===== config.mk =====
export PLATFORM = sky130hd
export DESIGN_NAME = audio_sample_sequencer
export DESIGN_NICKNAME = d
export VERILOG_FILES = /design/src/rtl/audio_sample_sequencer.sv
export SDC_FILE = /design/constraint.sdc
export NUM_CORES = 1
export LEC_CHECK = 0
export ABC_AREA = 1
export CAP_MARGIN = 5
export CORE_MARGIN = 8
export CORE_UTILIZATION = 45
export CTS_BUF_LIST = sky130_fd_sc_hd__clkbuf_16
export DETAILED_ROUTE_END_ITERATION = 16
export GPL_TIMING_DRIVEN = 0
export PLACE_DENSITY = 0.88
export RECOVER_POWER = 25
export SYNTH_ARGS = -nofsm -noshare
export SYNTH_HDL_FRONTEND = slang
export SYNTH_SLANG_ARGS = --single-unit

===== constraint.sdc =====
create_clock -name CLK -period 8.6 [get_ports CLK]
set_clock_uncertainty 0.2 [all_clocks]
set_input_delay 2.15 -clock CLK [delete_from_list [all_inputs] [get_ports CLK]]
set_output_delay 2.15 -clock CLK [all_outputs]
set_load 0.1 [all_outputs]

===== src/rtl/audio_sample_sequencer.sv =====
// Paces codec ADC samples through the FIR stage and back to the DAC, one filter step per sample.
// Optional DAC stall counter enabled by defining AUDIO_SEQ_STALL_CNT_EN.
module audio_sample_sequencer #(
    parameter int WIDTH   = 24,
    parameter int LATENCY = 1
) (
    input  logic             CLK,
    input  logic             RESET,
    input  logic             read_ready,
    input  logic [WIDTH-1:0] readdata_left,
    input  logic [WIDTH-1:0] readdata_right,
    output logic             read,
    output logic [WIDTH-1:0] filt_in_left,
    output logic [WIDTH-1:0] filt_in_right,
    output logic             filt_step,
    input  logic [WIDTH-1:0] filt_out_left,
    input  logic [WIDTH-1:0] filt_out_right,
    input  logic             write_ready,
    output logic [WIDTH-1:0] writedata_left,
    output logic [WIDTH-1:0] writedata_right,
    output logic             write,
    output logic [15:0]      sample_count,
    output logic [15:0]      stall_count
);

    typedef enum logic [1:0] {
        IDLE,
        STEP,
        WAIT,
        WRITE_WAIT
    } state_t;

    state_t     state;
    logic [4:0] wait_cnt;

    always_ff @(posedge CLK or posedge RESET) begin
        if (RESET) begin
            state           <= IDLE;
            read            <= 1'b0;
            filt_step       <= 1'b0;
            write           <= 1'b0;
            filt_in_left    <= '0;
            filt_in_right   <= '0;
            writedata_left  <= '0;
            writedata_right <= '0;
            wait_cnt        <= '0;
            sample_count    <= '0;
        end else begin
            case (state)
                IDLE: begin
                    write <= 1'b0;
                    if (read_ready) begin
                        filt_in_left  <= readdata_left;
                        filt_in_right <= readdata_right;
                        read          <= 1'b1;
                        state         <= STEP;
                    end
                end
                STEP: begin
                    read      <= 1'b0;
                    filt_step <= 1'b1;
                    // Filter taps advance on the edge after the step cycle, so the
                    // result is captured LATENCY+1 edges after entering WAIT.
                    wait_cnt  <= 5'(LATENCY + 1);
                    state     <= WAIT;
                end
                WAIT: begin
                    filt_step <= 1'b0;
                    if (wait_cnt == 5'd1) begin
                        writedata_left  <= filt_out_left;
                        writedata_right <= filt_out_right;
                        state           <= WRITE_WAIT;
                    end else begin
                        wait_cnt <= wait_cnt - 5'd1;
                    end
                end
                WRITE_WAIT: begin
                    if (write_ready) begin
                        write        <= 1'b1;
                        sample_count <= sample_count + 16'd1;
                        state        <= IDLE;
                    end
                end
                default: state <= IDLE;
            endcase
        end
    end

`ifdef AUDIO_SEQ_STALL_CNT_EN
    always_ff @(posedge CLK or posedge RESET) begin
        if (RESET) begin
            stall_count <= '0;
        end else if (state == WRITE_WAIT && !write_ready && stall_count != 16'hFFFF) begin
            stall_count <= stall_count + 16'd1;
        end
    end
`else
    assign stall_count = '0;
`endif

endmodule

=== Yosys cells after proc, flatten, opt, wreduce, memory -nomap -nowiden ===
Index checks and enable logic that the tools add are counted.
W data, S select, Z words.

* Flip-flop bits (word level): 122
* Bits in latches: 0
* Memory bits (writable): 0
* ROM bits: 0
* Input port bits: 100
* Output and inout bits: 131
* Word-level logic and storage cells: 42
* Memories: 0

* $add $sub $neg: 2
* Multiply operators: 0
* Divide/modulo/power cells: 0
* $lt $le $gt $ge: 0
* Equality and inequality tests: 8
* Shift operators: 0
* Muxes and demuxes: 11
* Bitwise logic cells: 0
* Reductions and logical operators: 11

{| class="wikitable"
|+ Operator list
! kind !! number
|-
| $add A16 B1 Y16 const B || 1
|-
| $reduce_and A2 Y1 || 6
|-
| $pmux W5 S2 || 1
|-
| $ne A2 B2 Y1 const B || 4
|-
| $pmux W2 S4 || 1
|-
| $mux W2 || 3
|-
| $pmux W1 S2 || 3
|-
| $reduce_bool A2 Y1 || 3
|-
| $eq A5 B1 Y1 const B || 1
|-
| $mux W5 || 1
|-
| $sub A5 B1 Y5 const B || 1
|-
| $eq A2 B2 Y1 const B || 2
|-
| $reduce_and A3 Y1 || 1
|-
| $eq A2 B1 Y1 const B || 1
|-
| $logic_not A2 Y1 || 1
|-
| $mux W1 || 2
|}

=== Logic depth before layout (Yosys ltp) ===
Gate-level depths: netlist of the first run.

* Depth in word-level cells: 3
* Depth in mapped cells: 8
* Gate-level depth less buffers: 7

=== Worst setup path before layout of the first run ===
Ideal clock, no wire load.

* Path type: reg2out
* Start: register sample_count[7]
* End: output port sample_count[7]
* Arrival: 954 ps
* Required time: 6250 ps
* Path slack: 5296 ps
* Stages on the path, launching flop included: 1
* Path buffers: 0
* Cell sequence: dfrtp_1

{| class="wikitable"
|+ RTL lines
! what !! RTL line !! RTL
|-
| from (decl) || 22 || <nowiki>output logic [15:0] sample_count,</nowiki>
|-
| from (signal assigned) || 80 || <nowiki>sample_count <= sample_count + 16'd1;</nowiki>
|}

No word-level cell between the ends.

=== Worst setup path after layout of the first run ===
* Start: register sample_count[3]
* End: output port sample_count[3]

No word-level cell between the ends.

==> flow_metrics.py, run 1 <==
metrics = {
    "floorplanning": {
        "die-width_um": 122,
        "io_pins": 231,
        "rows": 38,
        "core_mm2": 0.0109,
        "die_y_um": 122,
        "start_util_pct": 46.4,
        "die_area_mm2": 0.0149,
    },
    "place": {
        "placed_area_mm2": 0.00747,
        "gp_congestion": 0.798,
        "io_buffers": 214,
        "dp_hpwl_um": 11800,
    },
    "route": {
        "drc_errors": 0,
        "drtIter0Drc": 208,
        "dr_total_vias": 4554,
        "dr.pass1.iters": 4,
        "wl_um": 15300,
        "wl_per_cell_um": 15.6,
        "via_per_inst": 4.64,
        "ant_nets": 0,
    },
    "synth": {
        "synth-edff-count": 0,
        "netlist_area_mm2": 0.00507,
        "yosysWarnings": 0,
        "ys_seq_elements": 122,
        "seq_area_frac_synth_pct": 60.2,
        "async_reset_ff_share_pct": 100,
        "synth_cell_types": 26,
        "syn_area_per_cell_um2": 8.74,
        "synth_ff_type": "dfrtp_1",
        "syn_inst": 580,
    },
    "global_route": {
        "overflow": 0,
        "grt_first_pass_wirelength_um": 23800,
        "grtUsageTotal_pct": 20.5,
        "grt_max_degree": 75,
        "grt_pass1_vias": 4857,
        "antenna_found_initial": 0,
    },
    "sta": {
        "fin_tns_setup_ns": 0,
        "hold_viol_final": 0,
        "slew_violations": 49,
        "min_period_ns": 4.40,
        "setup_viol": 0,
        "max_slew.worst_pin.slew_ns": 2.17,
        "slew_headroom_pct": -45.5,
        "max_freq_ghz": 0.227,
        "grt_setup_unrepaired": "false",
        "fin_crit_sh_pct": 51.2,
    },
    "cts": {
        "clk_latency_ns": 0.40,
        "clock-root-buffer": "clkbuf_16",
        "htreeDepth": 4,
        "cts_made_buffers": 17,
        "post-cts-setup-buffers": 0,
        "cts_buffer_depth": 2,
        "clk_pin_slew_worst_paths_ns": 0.05,
        "hold_buffers": 0,
        "cts_tree": "done",
        "cts.sinks": 122,
        "cts_resized": 0,
    },
    "cells_and_area": {
        "multi_input_area_mm2": 0.00173,
        "area_growth_syn_to_layout_pct": 57.9,
        "drive_above_1_share_pct": 7.24,
        "diodes": 0,
        "design_area_mm2": 0.00801,
        "nets": 936,
        "sequential_cell_area_mm2": 0.00305,
        "fill_cells": 797,
    },
    "setup_path": {
        "crit_fanout": 5,
        "crit_family": "buffers and inverters",
        "end_kind": "output port",
        "max_stage_delay_ns": 1.18,
        "critPathRequiredTime_ns": 6.25,
        "startpoint_type": "flip-flop",
        "slowest_stage": "clkdlybuf4s50_1",
        "path_cells": "clkdlybuf4s50_1",
        "crit_arrival_ns": 2.05,
        "crit_buf_inv": 1,
        "crit_type": "flip-flop to output port",
    },
    "status": {
        "outcome": "finished with violations",
        "violations": "capacitance limit, slew limit",
    },
    "flow_run": {
        "max_cap_viol_count": 1,
    },
    "worst_hold_path": {
        "hold_path_class": "flip-flop to flip-flop",
    },
}
==> cells by family after synthesis <==
family          share of synthesized area, %
simple gates                            28.1
flops                                   60.2
buf+inv                                 6.66
xor+xnor                                2.07
compound gates                          1.14
fa+ha+maj                               1.73
other cells                           0.0740
==> synth_stat cells, types with 5 or more instances <==
cell type	count	area share [%]
buf_2	6	0.59
buf_4	18	2.7
clkbuf_1	8	0.59
dfrtp_1	122	60
ha_1	7	1.7
inv_1	27	2.0
nand2_1	325	24
nand3_1	11	1.1
nor2_1	13	0.96
o21ai_0	7	0.69
xnor2_1	5	0.86
xor2_1	7	1.2
==> path summary, 6_finish.rpt <==
check	startpoint	end	slack (ns)	cells after the start
max in group asynchronous	RESET	sample_count[10]$_DFFE_PP0P_	4.53	3
worst max-delay path	sample_count[3]$_DFFE_PP0P_	sample_count[3]	4.20	1
worst max register to register	state[0]$_DFFE_PP0P_	wait_cnt[2]$_DFFE_PP0P_	6.41	7
worst min register to register	writedata_left[22]$_DFFE_PP0P_	writedata_left[22]$_DFFE_PP0P_	0.28	2
worst min-delay path	writedata_left[22]$_DFFE_PP0P_	writedata_left[22]$_DFFE_PP0P_	0.28	2
min in group asynchronous	RESET	writedata_right[21]$_DFFE_PP0P_	2.59	2
==> routing by layer <==
metal	share of wire (%)	GRT usage, %	vias to the layer above
met4	2.1	8.15	0
li1	-	-	2227
met3	7.9	8.38	23
met5	0	0	-
met1	36	20.0	2161
met2	54	37.6	143
==> registers in the layout, summed over array words and instances, names as in the netlist <==
name,flops
filt_in_left,24
sample_count,16
read,1
wait_cnt,5
write,1
filt_in_right,24
writedata_right,24
state,2
writedata_left,24
filt_step,1
==> metrics by stage <==
step | setup slack (ns) | instances | hold slack, ns | util [%]
final | 4.20 | 982 | 0.276 | 73.2
after global routing | 4.17 | 982 | 0.292 | 73.2
after CTS | 4.18 | 982 | 0.279 | 73.3
after detailed placement | 4.62 | 950 | 0.264 | 68.4
after global placement | 1.42 | 949 | 0.261 | 68.1
after floorplan | 3.01 | 595 | 0.287 | -
==> cell usage in the layout (no fill, tap or decap), drive strengths merged <==
cell,instances
nor3,3
clkinvlp,2
a21oi,2
clkbuf,26
dlygate4sd3,49
clkinv,8
inv,31
or2,3
nand4,5
buf,28
nand2,326
xor2,7
nor2,15
bufinv,2
ha,7
xnor2,5
nand3,11
conb,16
clkdlybuf4s50,165
o21ai,7
dfrtp,122
o22ai,2
==> cell type report <==
| type | instances | area share [%] |
|---|---|---|
| Sequential cell | 122 | 38.1 |
| Timing Repair Buffer | 215 | 27.1 |
| Multi-Input combinational cell | 409 | 21.6 |
| Clock buffer | 17 | 5.31 |
| Buffer | 36 | 2.86 |
| Tap cell | 140 | 2.19 |
| Clock inverter | 15 | 1.48 |
| Inverter | 28 | 1.33 |
Power of run 1 is not shown: default switching activity piles up to over one toggle a cycle in this logic, so the estimate is an artifact.
==> run 2: changes to the inputs <==
--- a/config.mk
+++ b/config.mk
@@ -8,11 +8,11 @@
 export ABC_AREA = 1
 export CAP_MARGIN = 5
 export CORE_MARGIN = 8
-export CORE_UTILIZATION = 45
+export CORE_UTILIZATION = 42
 export CTS_BUF_LIST = sky130_fd_sc_hd__clkbuf_16
 export DETAILED_ROUTE_END_ITERATION = 16
 export GPL_TIMING_DRIVEN = 0
-export PLACE_DENSITY = 0.88
+export PLACE_DENSITY = 0.83
 export RECOVER_POWER = 25
 export SYNTH_ARGS = -nofsm -noshare
 export SYNTH_HDL_FRONTEND = slang
==> constraint.sdc (replaced) <==
create_clock -name CLK -period 4.5 [get_ports CLK]
set_clock_uncertainty 0.2 [all_clocks]
set_input_delay 1.125 -clock CLK [delete_from_list [all_inputs] [get_ports CLK]]
set_output_delay 1.125 -clock CLK [all_outputs]
set_load 0.1 [all_outputs]
==> flow_metrics.py, run 2 (synthesis results as in run 1) <==
metrics = {
    "status": {
        "outcome": "completed",
    },
    "place": {
        "gp_congestion": 0.770,
        "dp_hpwl_um": 11400,
        "io_buffers": 214,
    },
    "cts": {
        "cts_buffer_depth": 2,
        "htreeDepth": 4,
        "cts_resized": 0,
        "hold_buffers": 0,
        "cts.sinks": 122,
        "clk_pin_slew_worst_paths_ns": 0.05,
        "cts_made_buffers": 17,
        "post-cts-setup-buffers": 0,
        "clk_latency_ns": 0.41,
        "cts_tree": "done",
        "clock-root-buffer": "clkbuf_16",
    },
    "sta": {
        "hold_ws_ns": 0.273,
        "max_freq_ghz": 0.297,
        "fin_crit_sh_pct": 74.9,
        "slew_headroom_pct": 30.6,
        "grt_setup_unrepaired": "false",
        "setup_viol": 0,
        "max_slew.worst_pin.slew_ns": 1.04,
        "slew_violations": 0,
        "hold_viol_final": 0,
        "min_period_ns": 3.37,
        "fin_tns_setup_ns": 0,
    },
    "setup_path": {
        "end_kind": "output port",
        "crit_buf_inv": 1,
        "max_stage_delay_ns": 1.18,
        "reg2regPathDepth": 7,
        "reg2reg_from": "state[0]$_DFFE_PP0P_",
        "slowest_stage": "clkdlybuf4s50_1",
        "r2r_slack_ns": 2.29,
        "critPathRequiredTime_ns": 3.17,
        "reg2reg_to": "wait_cnt[0]$_DFFE_PP0P_",
        "crit_arrival_ns": 2.04,
        "path_cells": "clkdlybuf4s50_1",
        "crit_family": "buffers and inverters",
        "crit_fanout": 5,
        "startpoint_type": "flip-flop",
        "crit_type": "flip-flop to output port",
    },
    "global_route": {
        "grt_pass1_vias": 4629,
        "grt_max_degree": 41,
        "antenna_found_initial": 0,
        "grt_first_pass_wirelength_um": 23800,
        "grtUsageTotal_pct": 19.0,
        "overflow": 0,
    },
    "worst_hold_path": {
        "worstHoldStart": "writedata_left[2]$_DFFE_PP0P_",
        "hold_end": "writedata_left[2]$_DFFE_PP0P_",
        "worstHoldPathCells": 2,
        "hold_path_class": "flip-flop to flip-flop",
    },
    "route": {
        "drtIter0Drc": 284,
        "wl_per_cell_um": 15.0,
        "via_per_inst": 4.59,
        "wl_um": 14800,
        "ant_nets": 0,
        "dr_total_vias": 4537,
        "dr.pass1.iters": 4,
        "drc_errors": 0,
    },
    "cells_and_area": {
        "area_growth_syn_to_layout_pct": 57.9,
        "mostFrequentLayoutCells": "nand2_1 (325), clkdlybuf4s50_1 (213), dfrtp_1 (122), inv_1 (33)",
        "drive_above_1_share_pct": 7.02,
        "layout_commonest_cell": "nand2_1",
        "nets": 938,
        "diodes": 0,
    },
    "floorplanning": {
        "start_util_pct": 42.6,
        "core_mm2": 0.0119,
        "die_area_mm2": 0.0158,
        "rows": 40,
        "io_pins": 231,
        "die_y_um": 126,
        "die-width_um": 126,
    },
    "flow_run": {
        "max_cap_viol_count": 0,
    },
}
[run 2: changes by cell type in the layout (fill, tap and decap cells not counted)]
cell and delta:
buf_12 +3, buf_16 -1, bufinv_16 -1, clkdlybuf4s50_1 +48
clkinv_1 -2, clkinv_2 -2, clkinvlp_4 -1, dlygate4sd3_1 -48
inv_1 +3
[run 2: per-layer routing]
metal / track usage, % / wire length (µm)
met5: 0 / 0
met4: 8.56 / 390
met3: 7.22 / 1160
met2: 32.1 / 7480
met1: 20.9 / 5820
[run 2: worst max-delay path by stage]
stage	from	endpoint	cells after the start
6_report	sample_count[3]$_DFFE_PP0P_	sample_count[3]	1
5_1_grt	sample_count[3]$_DFFE_PP0P_	sample_count[3]	1
4_1_cts	sample_count[3]$_DFFE_PP0P_	sample_count[3]	1
3_5_place_dp	sample_count[3]$_DFFE_PP0P_	sample_count[3]	1
3_3_place_gp	RESET	writedata_right[19]$_DFFE_PP0P_	2
2_1_floorplan	RESET	filt_in_left[0]$_DFFE_PP0P_	1
[run 2: metrics by stage]
step / instance area [µm²] / worst slack, ns / instances / utilization [%]
floorplan: 5130 / 1.68 / 595 / -
global placement: 7450 / 0.488 / 956 / 62.6
CTS: 8020 / 1.10 / 988 / 67.3
finish: 8000 / 1.13 / 988 / 67.2
global route: 8000 / 1.07 / 988 / 67.2
detailed placement: 7510 / 1.55 / 959 / 63.1
[run 2: area by class of cell]
type	instances	area, µm²
multi-input cells	409	1730
repair buffers	217	2200
inverters	28	106
plain buffers	36	229
clock buffers	17	425
fillers	993	3910
flip-flops and latches	122	3050
clock inverters	12	75.1
well taps	147	184
Power of run 2 is left out for the same reason.
